### src/rtl/seq_multiplier32bu_pkg.sv
// Shared definitions for the sequential shift-add multiplier:
// FSM state encodings and default sizing.
`ifndef SEQ_MULTIPLIER32BU_PKG_SV
`define SEQ_MULTIPLIER32BU_PKG_SV
package seq_multiplier32bu_pkg;

   localparam int SEQMUL_WIDTH = 32;
   localparam int SEQMUL_CNT_W = 6;

   typedef enum logic [1:0] {
      SEQMUL_IDLE = 2'd0,
      SEQMUL_RUN  = 2'd1,
      SEQMUL_DONE = 2'd2
   } seqmul_state_e;

endpackage
`endif

### src/rtl/seq_multiplier32bu_if.sv
// Request/response bundle between the MDU controller (master) and the multiplier (slave).
// start is sampled only while ready=1; done pulses one cycle with prod valid; prod holds until the next accept.
interface seq_multiplier32bu_if
   import seq_multiplier32bu_pkg::*;
#(
   parameter int WIDTH = SEQMUL_WIDTH
) ();

   logic                 start;
   logic [WIDTH-1:0]     a;
   logic [WIDTH-1:0]     b;
   logic                 ready;
   logic                 busy;
   logic                 done;
   logic [2*WIDTH-1:0]   prod;
   seqmul_state_e        state;

   modport master (
      output start, a, b,
      input  ready, busy, done, prod, state
   );

   modport slave (
      input  start, a, b,
      output ready, busy, done, prod, state
   );

endinterface

### src/rtl/seq_multiplier32bu_control.sv
// Control FSM for the multiplier: state register, step counter, load/step enables
// and Moore-decoded ready/busy/done.
module seq_multiplier_control
   import seq_multiplier32bu_pkg::*;
#(
   parameter int WIDTH = SEQMUL_WIDTH,
   parameter int CNT_W = SEQMUL_CNT_W
) (
   input  logic          clk,
   input  logic          rst,
   input  logic          start,
   output logic          load,
   output logic          step,
   output logic          ready,
   output logic          busy,
   output logic          done,
   output seqmul_state_e state
);

   seqmul_state_e    state_next;
   logic [CNT_W-1:0] count;
   logic             last_step;

   always_ff @(posedge clk) begin
      if (!rst) begin
         state <= SEQMUL_IDLE;
         count <= '0;
      end else begin
         state <= state_next;
         if (load) begin
            count <= '0;
         end else if (step) begin
            count <= count + CNT_W'(1);
         end
      end
   end

   assign last_step = (count == CNT_W'(WIDTH - 1));

   // Status comes from the state register alone, so load is the only path from start.
   always_comb begin
      state_next = state;
      ready      = 1'b0;
      busy       = 1'b0;
      done       = 1'b0;
      load       = 1'b0;
      step       = 1'b0;
      case (state)
         SEQMUL_IDLE: begin
            ready = 1'b1;
            if (start) begin
               load       = 1'b1;
               state_next = SEQMUL_RUN;
            end
         end
         SEQMUL_RUN: begin
            busy = 1'b1;
            step = 1'b1;
            if (last_step) begin
               state_next = SEQMUL_DONE;
            end
         end
         SEQMUL_DONE: begin
            ready = 1'b1;
            done  = 1'b1;
            if (start) begin
               load       = 1'b1;
               state_next = SEQMUL_RUN;
            end else begin
               state_next = SEQMUL_IDLE;
            end
         end
         default: begin
            state_next = SEQMUL_IDLE;
         end
      endcase
   end

endmodule

### src/rtl/seq_multiplier32bu.sv
// Unsigned shift-add multiplier, one partial-product step per clock, full 2*WIDTH-bit result.
// The product register doubles as the multiplier shift register: b starts in the low half.
module seq_multiplier32bu
   import seq_multiplier32bu_pkg::*;
#(
   parameter int WIDTH = SEQMUL_WIDTH,
   parameter int CNT_W = SEQMUL_CNT_W
) (
   input  logic                 clk,
   input  logic                 rst,
   seq_multiplier32bu_if.slave  bus
);

   logic                 load;
   logic                 step;
   logic [WIDTH-1:0]     mcand;
   logic [2*WIDTH-1:0]   prod;
   logic [WIDTH:0]       sum;

   seq_multiplier_control #(
      .WIDTH (WIDTH),
      .CNT_W (CNT_W)
   ) u_control (
      .clk   (clk),
      .rst   (rst),
      .start (bus.start),
      .load  (load),
      .step  (step),
      .ready (bus.ready),
      .busy  (bus.busy),
      .done  (bus.done),
      .state (bus.state)
   );

   // Extra adder bit keeps the carry, which shifts into the product MSB.
   assign sum = {1'b0, prod[2*WIDTH-1:WIDTH]} + (prod[0] ? {1'b0, mcand} : '0);

   always_ff @(posedge clk) begin
      if (!rst) begin
         mcand <= '0;
         prod  <= '0;
      end else if (load) begin
         mcand <= bus.a;
         prod  <= {{WIDTH{1'b0}}, bus.b};
      end else if (step) begin
         prod <= {sum, prod[WIDTH-1:1]};
      end
   end

   assign bus.prod = prod;

endmodule

### src/flat_wrapper.sv
// flat-port wrapper written by rule: the top's interface ports become plain ports
module seq_multiplier32bu_flat import seq_multiplier32bu_pkg::*;
#(
   parameter int WIDTH = SEQMUL_WIDTH,
   parameter int CNT_W = SEQMUL_CNT_W
)
  (clk, rst, bus_start, bus_a, bus_b, bus_ready, bus_busy, bus_done, bus_prod, bus_state);
  seq_multiplier32bu_if #(.WIDTH(WIDTH)) bus_i ();
  input  logic clk;
  input  logic rst;
  input wire logic [$bits(bus_i.start)-1:0] bus_start;
  input wire logic [$bits(bus_i.a)-1:0] bus_a;
  input wire logic [$bits(bus_i.b)-1:0] bus_b;
  output wire logic [$bits(bus_i.ready)-1:0] bus_ready;
  output wire logic [$bits(bus_i.busy)-1:0] bus_busy;
  output wire logic [$bits(bus_i.done)-1:0] bus_done;
  output wire logic [$bits(bus_i.prod)-1:0] bus_prod;
  output wire logic [$bits(bus_i.state)-1:0] bus_state;
  assign bus_i.start = bus_start;
  assign bus_i.a = bus_a;
  assign bus_i.b = bus_b;
  assign bus_ready = bus_i.ready;
  assign bus_busy = bus_i.busy;
  assign bus_done = bus_i.done;
  assign bus_prod = bus_i.prod;
  assign bus_state = bus_i.state;
  seq_multiplier32bu #(.WIDTH(WIDTH), .CNT_W(CNT_W)) u_core (.clk(clk), .rst(rst), .bus(bus_i));
endmodule
### config.mk
export PLATFORM = sky130hd
export DESIGN_NAME = seq_multiplier32bu_flat
export DESIGN_NICKNAME = d
export VERILOG_FILES = /design/src/rtl/seq_multiplier32bu_pkg.sv /design/src/rtl/seq_multiplier32bu_if.sv /design/src/rtl/seq_multiplier32bu_control.sv /design/src/rtl/seq_multiplier32bu.sv /design/src/flat_wrapper.sv
export SDC_FILE = /design/constraint.sdc
export NUM_CORES = 1
export LEC_CHECK = 0
export CORE_ASPECT_RATIO = 1.5
export CORE_MARGIN = 8
export CORE_UTILIZATION = 51
export CTS_CLUSTER_DIAMETER = 60
export DETAILED_ROUTE_END_ITERATION = 6
export PLACE_DENSITY = 0.81
export SYNTH_ARGS = -nofsm -noshare
export SYNTH_HDL_FRONTEND = slang
export SYNTH_SLANG_ARGS = --single-unit
### constraint.sdc
create_clock -name clk -period 3.1 [get_ports clk]
set_input_delay 0.62 -clock clk [delete_from_list [all_inputs] [get_ports clk]]
set_output_delay 0.62 -clock clk [all_outputs]
set_load 0.05 [all_outputs]
==> results of run 1 <==
[worst max-delay path, delay by kind of cell (launching register included)]
family,cells,cell delay [ns]
compound gates,6,1.15
fa+ha+maj,2,0.61
flops,1,0.45
simple gates,3,0.55
[repair_timing]
item / 4_1_cts / 5_1_grt
buffers inserted: 0 / 0
setup endpoints to repair: 0 / 19
resized for setup: 0 / 2
[per-stage QoR]
stage	setup WS (ns)	cells	cell area (um2)	hold WS, ns
finish	0.217	999	7650	0.461
global route	0.0277	999	7650	0.494
CTS	0.0166	999	7640	0.465
detailed placement	0.0368	984	7320	0.455
global placement	0.204	984	7320	0.450
floorplan	0.115	736	5870	0.439
[path summary, 6_finish.rpt]
kind / slack [ns] / from / endpoint
max: 0.22 / u_core.bus.prod[0] / u_core.bus.prod[59]
min: 0.46 / u_core.mcand[29] / u_core.mcand[29]
max reg2reg: 0.22 / u_core.bus.prod[0] / u_core.bus.prod[59]
min reg2reg: 0.46 / u_core.mcand[29] / u_core.mcand[29]
[sequential cells by signal (all words and copies together) (netlist names)]
name	count
u_core.bus.prod	64
u_core.mcand	32
u_core.u_control.count	6
u_core.u_control.state	2
[cells by family after synthesis]
family                   Yosys count  share of synthesized area
AND/OR/NAND/NOR                  310                      0.245
AO/OA/AOI/OAI                    200                      0.246
flip-flops                       104                      0.355
buffers and inverters             60                     0.0386
adder cells (fa/ha/maj)           34                     0.0738
XOR/XNOR                          26                     0.0388
multiplexers                       2                    0.00341
[metal layers]
metal / vias up / GRT usage / routed length, um
li1: 2815 / - / -
met1: 2669 / 0.221 / 6550
met5: - / 0 / 0
met2: 179 / 0.401 / 8960
met4: 0 / 0.0952 / 420
met3: 32 / 0.0675 / 1140
[cell usage after synthesis (3+ instances only)]
cell type | instances | area, um2
a211oi_1 | 4 | 30.0
a211oi_2 | 3 | 37.5
a21boi_0 | 33 | 248
a21o_1 | 21 | 158
a21oi_1 | 56 | 280
a21oi_2 | 3 | 26.3
and2_1 | 34 | 213
and3_1 | 12 | 75.1
and4_1 | 5 | 43.8
buf_1 | 4 | 15.0
clkbuf_1 | 47 | 176
dfxtp_1 | 104 | 2080
ha_1 | 33 | 413
inv_1 | 7 | 26.3
nand2_1 | 120 | 450
nand3_1 | 21 | 105
nand4_1 | 10 | 62.6
nor2_1 | 82 | 308
nor2b_1 | 5 | 31.3
nor3_1 | 5 | 25.0
nor3b_1 | 3 | 22.5
nor4_1 | 3 | 18.8
o21ai_0 | 15 | 75.1
o21ai_1 | 5 | 25.0
o21bai_1 | 5 | 37.5
o221ai_1 | 31 | 272
or3_1 | 4 | 25.0
xnor2_1 | 15 | 131
xor2_1 | 11 | 96.3
[power by group]
group / internal, mW / total [mW] / leakage (nW) / switching [mW]
sequential: 1.41 / 1.47 / 0.851 / 0.0627
clock: 0.710 / 1.24 / 0.149 / 0.531
combinational: 0.261 / 0.686 / 2.13 / 0.424
[final cells by class]
type | instances | area, um2
Clock inverter | 6 | 92.6
Inverter | 8 | 30.0
Timing Repair Buffer | 150 | 1460
Multi-Input combinational cell | 572 | 3570
Sequential cell | 104 | 2080
Clock buffer | 9 | 225
Tap cell | 150 | 188
Fill cell | 972 | 3700
==> summary.txt, run 1 <==
Setup path
  • Worst setup path category: register to register
  • Critical path required time: 3.34 ns
  • Maximum fanout count along the critical path: 23
  • Worst path slowest cell: dfxtp_2
  • Launching element type of the critical path: register
  • Ordered list of cells on the worst path: and2_1, ha_1, fa_1, a21oi_1, o21ai_1, a21o_1, nor4_2, o21ai_2, a21oi_1, nor4_1, a211o_1
  • Arrival time worst endpoint: 3.13 ns
  • CP endpoint kind: register
  • Most numerous cell on the critical path: a21oi_1
  • Max stage delay on crit path: 0.45 ns
  • Register-to-Register Path Depth: 11

Clock tree
  • Clock tree from TritonCTS: done
  • Clock sink count: 104
  • Clock root buffer: clkbuf_16
  • Count of hold-fix buffers inserted at cts: 0
  • Maximum root-to-sink buffer count: 2
  • Clock input transition at the sequential cells of the worst setup and hold paths: 0.07 ns
  • Number of clock buffers inserted by TritonCTS: 9
  • Source-to-sink clock delay at the later pin of the worst-skew pair: 0.35 ns
  • CTS H-tree depth: 3

STA
  • Largest clock skew in the final design: 0.00794 ns
  • Share of the clock period used by the worst path: 0.930
  • Total Neg Setup Slack: 0 ns
  • Pins over their slew limit: 0
  • Final-report setup violation count: 0
  • Actual transition at the worst max-transition pin: 0.853 ns
  • Final Hold Violating Endpoints: 0
  • Minimum period implied by the final worst setup slack: 2.88 ns
  • Highest clock frequency the design can meet: 347 MHz
  • Relative max-transition margin: 0.432
  • Setup repair after global routing missed its margin: false

Floorplan
  • Site row count: 48
  • Die span in x: 104 um
  • CORE AREA: 0.0114 mm2
  • Ports placed on the boundary: 136
  • Die outline area: 0.0153 mm2
  • Die Y: 147 um
  • Initial core utilization: 0.517

Cells and area
  • ANT cells: 0
  • Leading cell types in the layout, fill and taps excluded: clkdlybuf4s50_1 (133), nand2_1 (119), dfxtp_1 (103), nor2_1 (82), a21oi_1 (55)
  • Layout overhead on the synthesized area: 30.3%
  • Most common cell after layout, fill and taps aside: clkdlybuf4s50_1
  • Number of nets in the layout: 946
  • Utilization after layout: 0.674
  • Fraction of layout cells with a size suffix above 1: 0.0636

Synthesis
  • Post-synthesis cell count: 736
  • Synthesized area: 0.00587 mm2
  • Synthesized Nets: 837
  • Avg Cell Area, Syn: 7.97 um2
  • Post-synth EDFFs: 0
  • Synth unique cells: 54
  • Yosys warning total: 0
  • Top flip-flop cell by instance count after synthesis: dfxtp_1
  • Share of the yosys chip area belonging to registers: 0.355
  • Fraction of registers with async set or reset after synthesis: 0
  • Synthesis-stage register bit count: 104

Power and ir drop
  • Highest ir drop seen on vdd: 316 uV
  • Ratio of total power to cell area: 445 mW/mm2
  • Leakage power of the design: 3.13 nW
  • PnR Total Power: 3.40 mW

Place
  • Weighted congestion at the end of routability-driven global placement: 0.921
  • Number of port buffers: 135
  • Half-perimeter wire length after detailed placement: 12700 um

Min path
  • Path category of the worst min-delay check: register to register
  • Worst hold path cell count: 2

Routing
  • Detail-routed via count per cell: 5.70
  • Drt first-iter violations: 231
  • Detailed Route WL: 17100 um
  • Final routed wire length divided by cell count: 17.1 um
  • Post-route antenna net violation count: 0
  • Count of vias placed by the detailed router: 5695
  • Post-detailed-route DRC marker count: 0
  • First-pass detailed-route iteration total: 5

GRT
  • Remaining global-route overflow: 0
  • Wire length of the first global-routing pass: 27900 um
  • Via count of the first global-routing pass: 5761
  • Largest net degree at the start of global routing: 79
  • Overall global routing resource usage: 0.218
  • Antenna violations before repair: 0

Job
  • Max Cap Violations: 0

Run status
  • Outcome: finished clean
(Power assumes the default switching activity.)
==> run 2: changes to the inputs <==
--- a/config.mk
+++ b/config.mk
@@ -6,11 +6,11 @@
 export NUM_CORES = 1
 export LEC_CHECK = 0
 export CORE_ASPECT_RATIO = 1.5
-export CORE_MARGIN = 8
-export CORE_UTILIZATION = 51
-export CTS_CLUSTER_DIAMETER = 60
+export CORE_MARGIN = 2
+export CORE_UTILIZATION = 45
+export CTS_CLUSTER_DIAMETER = 80
 export DETAILED_ROUTE_END_ITERATION = 6
-export PLACE_DENSITY = 0.81
+export PLACE_DENSITY = 0.73
 export SYNTH_ARGS = -nofsm -noshare
 export SYNTH_HDL_FRONTEND = slang
 export SYNTH_SLANG_ARGS = --single-unit
==> run 2 against run 1 <==
Against the previous run: via count decreased by 0.21%; register-to-register slack improved by 0.07 ns; clock skew decreased by 0.00078 ns; die area decreased by 8.4%; fmax increased by 2.4%; clock power decreased by 10%; wire length decreased by 3.8%; first-iteration DRC count increased by 25%; non-clock buffer count increased by 6; flip-flop and latch count unchanged; critical path type unchanged; clock-buffer cell count increased by 3; final cell count increased by 1.5%.
==> summary.txt, run 2 (synthesized netlist as in run 1, its figures left out) <==
GRT
  • Remaining global-route overflow: 0 (unchanged)
  • Wire length of the first global-routing pass: 26900 um (was 27900 um)
  • Antenna violations before repair: 0 (unchanged)
  • Largest net degree at the start of global routing: 64 (was 79)
  • Overall global routing resource usage: 0.232 (was 0.218)
  • Via count of the first global-routing pass: 5668 (was 5761)

Routing
  • Post-detailed-route DRC marker count: 0 (unchanged)
  • Post-route antenna net violation count: 0 (unchanged)
  • Detail-routed via count per cell: 5.60 (was 5.70)
  • Detailed Route WL: 16400 um (was 17100 um)
  • Drt first-iter violations: 288 (was 231)
  • Count of vias placed by the detailed router: 5683 (was 5695)
  • First-pass detailed-route iteration total: 4 (was 5)
  • Final routed wire length divided by cell count: 16.2 um (was 17.1 um)

Place
  • Weighted congestion at the end of routability-driven global placement: 0.899 (was 0.921)
  • Number of port buffers: 135 (unchanged)
  • Half-perimeter wire length after detailed placement: 12200 um (was 12700 um)

STA
  • Setup repair after global routing missed its margin: false (unchanged)
  • Pins over their slew limit: 0 (unchanged)
  • Share of the clock period used by the worst path: 0.908 (was 0.930)
  • Total Neg Setup Slack: 0 ns (unchanged)
  • Worst hold slack after final layout: 0.462 ns (was 0.461 ns)
  • Highest clock frequency the design can meet: 355 MHz (was 347 MHz)
  • Final Hold Violating Endpoints: 0 (unchanged)
  • Largest clock skew in the final design: 0.00716 ns (was 0.00794 ns)
  • Minimum period implied by the final worst setup slack: 2.82 ns (was 2.88 ns)
  • Final-report setup violation count: 0 (unchanged)
  • Actual transition at the worst max-transition pin: 0.571 ns (was 0.853 ns)
  • Relative max-transition margin: 0.619 (was 0.432)

Floorplan
  • Die span in x: 97.2 um (was 104 um)
  • Die Y: 144 um (was 147 um)
  • Site row count: 51 (was 48)
  • CORE AREA: 0.0129 mm2 (was 0.0114 mm2)
  • Ports placed on the boundary: 136 (unchanged)
  • Initial core utilization: 0.455 (was 0.517)
  • Die outline area: 0.0140 mm2 (was 0.0153 mm2)

Clock tree
  • Clock sink count: 104 (unchanged)
  • CTS H-tree depth: 3 (unchanged)
  • Count of hold-fix buffers inserted at cts: 0 (unchanged)
  • Clock root buffer: clkbuf_16 (unchanged)
  • Total setup buffers inserted after CTS: 0 (unchanged)
  • Source-to-sink clock delay at the later pin of the worst-skew pair: 0.35 ns (about the same)
  • Maximum root-to-sink buffer count: 2 (unchanged)
  • Post-cts gate resize count: 0 (unchanged)
  • Number of clock buffers inserted by TritonCTS: 9 (unchanged)
  • Clock input transition at the sequential cells of the worst setup and hold paths: 0.07 ns (about the same)
  • Clock tree from TritonCTS: done (unchanged)

Cells and area
  • Layout overhead on the synthesized area: 30.6% (was 30.3%)
  • ANT cells: 0 (unchanged)
  • Leading cell types in the layout, fill and taps excluded: clkdlybuf4s50_1 (133), nand2_1 (119), dfxtp_1 (104), nor2_1 (82), a21oi_1 (56) (was clkdlybuf4s50_1 (133), nand2_1 (119), dfxtp_1 (103), nor2_1 (82), a21oi_1 (55))
  • Flip-flop count of the largest register, all copies and words added: 64 (unchanged)
  • Largest registers ranked by flip-flop count: u_core.bus.prod x64, u_core.mcand x32, u_core.u_control.count x6 (unchanged)
  • Most common cell after layout, fill and taps aside: clkdlybuf4s50_1 (unchanged)
  • Fill cell count: 1217 (was 972)
  • Number of nets in the layout: 952 (was 946)
  • Register with the most flip-flops: u_core.bus.prod (unchanged)
  • Fraction of layout cells with a size suffix above 1: 0.0667 (was 0.0636)

Run status
  • Outcome: finished clean (unchanged)

Setup path
  • Worst setup path category: register to register (unchanged)
  • Register-to-Register Path Depth: 12 (was 11)
  • Critical path required time: 3.33 ns (was 3.34 ns)
  • Launching element type of the critical path: register (unchanged)
  • Endpoint of the worst-slack reg-to-reg timing path: u_core.bus.prod[53] (was u_core.bus.prod[59])
  • Worst flop-to-flop path startpoint: u_core.bus.prod[0] (unchanged)
  • Arrival time worst endpoint: 3.05 ns (was 3.13 ns)
  • R2r setup slk: 0.28 ns (was 0.22 ns)
  • Maximum fanout count along the critical path: 14 (was 23)
  • CP endpoint kind: register (unchanged)

Power and ir drop
  • Leakage power of the design: 3.15 nW (was 3.13 nW)
  • Ratio of total power to cell area: 426 mW/mm2 (was 445 mW/mm2)
  • Highest ir drop seen on vdd: 311 uV (was 316 uV)

Min path
  • Hold wc startpoint: u_core.mcand[29] (unchanged)
  • Worst hold path cell count: 2 (unchanged)
  • Path category of the worst min-delay check: register to register (unchanged)
  • End point of the worst hold path: u_core.mcand[29] (unchanged)

Job
  • Max Cap Violations: 0 (unchanged)
[run 2: how the worst max path moves through the flow]
| stage | startpoint | end | cells after the start |
|---|---|---|---|
| global route | u_core.bus.prod[0] | u_core.bus.prod[53] | 12 |
| floorplan | u_core.bus.prod[0] | u_core.bus.prod[53] | 12 |
| global placement | u_core.bus.prod[0] | u_core.bus.prod[59] | 12 |
| finish | u_core.bus.prod[0] | u_core.bus.prod[53] | 12 |
| CTS | u_core.bus.prod[0] | u_core.bus.prod[53] | 12 |
| detailed placement | u_core.bus.prod[0] | u_core.bus.prod[53] | 12 |
[run 2: power by group]
| group | switching (mW) | total (mW) | internal [mW] |
|---|---|---|---|
| registers | 0.0553 | 1.47 | 1.41 |
| logic | 0.426 | 0.690 | 0.264 |
| clock network | 0.516 | 1.11 | 0.592 |
[run 2: critical path, stage by stage (launching register included)]
cell       delay [ns]
dfxtp_1          0.31
buf_4            0.17
and2_1           0.16
ha_1             0.20
fa_1             0.42
a21oi_1          0.21
o21ai_1          0.11
a21oi_1          0.24
a21oi_2          0.10
a31o_4           0.28
nand2b_4         0.08
a2111oi_4        0.06
a311o_1          0.33
[run 2: cell type report]
cell class | instances | area [um2] | share of cell area
Tap cell | 159 | 199 | 0.0260
Inverter | 8 | 30.0 | 0.00392
Clock inverter | 3 | 26.3 | 0.00343
Sequential cell | 104 | 2080 | 0.272
Timing Repair Buffer | 156 | 1500 | 0.196
Clock buffer | 12 | 256 | 0.0335
Multi-Input combinational cell | 572 | 3570 | 0.466
[run 2: stage by stage]
| step | std cells | power (mW) | worst slack [ns] | util | cell area, um2 |
|---|---|---|---|---|---|
| floorplan | 736 | 1.91 | 0.115 | - | 5870 |
| global placement | 999 | 2.18 | 0.382 | 0.573 | 7380 |
| detailed placement | 999 | 2.19 | 0.326 | 0.573 | 7380 |
| CTS | 1014 | 3.30 | 0.283 | 0.594 | 7660 |
| global route | 1014 | 3.40 | 0.0349 | 0.594 | 7660 |
| finish | 1014 | 3.27 | 0.284 | 0.594 | 7660 |
[run 2: layer usage]
layer  track usage  wire length, um  vias up
li1              -                -     2823
met1         0.252             6480     2670
met2         0.435             8600      159
met3        0.0574              951       31
met4        0.0841              395        0
met5             0                0        -
==> run 3: changes to the inputs <==
--- a/config.mk
+++ b/config.mk
@@ -5,10 +5,12 @@
 export SDC_FILE = /design/constraint.sdc
 export NUM_CORES = 1
 export LEC_CHECK = 0
+export ABC_CLOCK_PERIOD_IN_PS = 3100
 export CORE_ASPECT_RATIO = 1.5
 export CORE_MARGIN = 2
 export CORE_UTILIZATION = 45
 export CTS_CLUSTER_DIAMETER = 80
+export CTS_CLUSTER_SIZE = 10
 export DETAILED_ROUTE_END_ITERATION = 6
 export PLACE_DENSITY = 0.73
 export SYNTH_ARGS = -nofsm -noshare
==> results of run 3 <==
No change in the layout: final DEF, timing and power equal those of run 2.
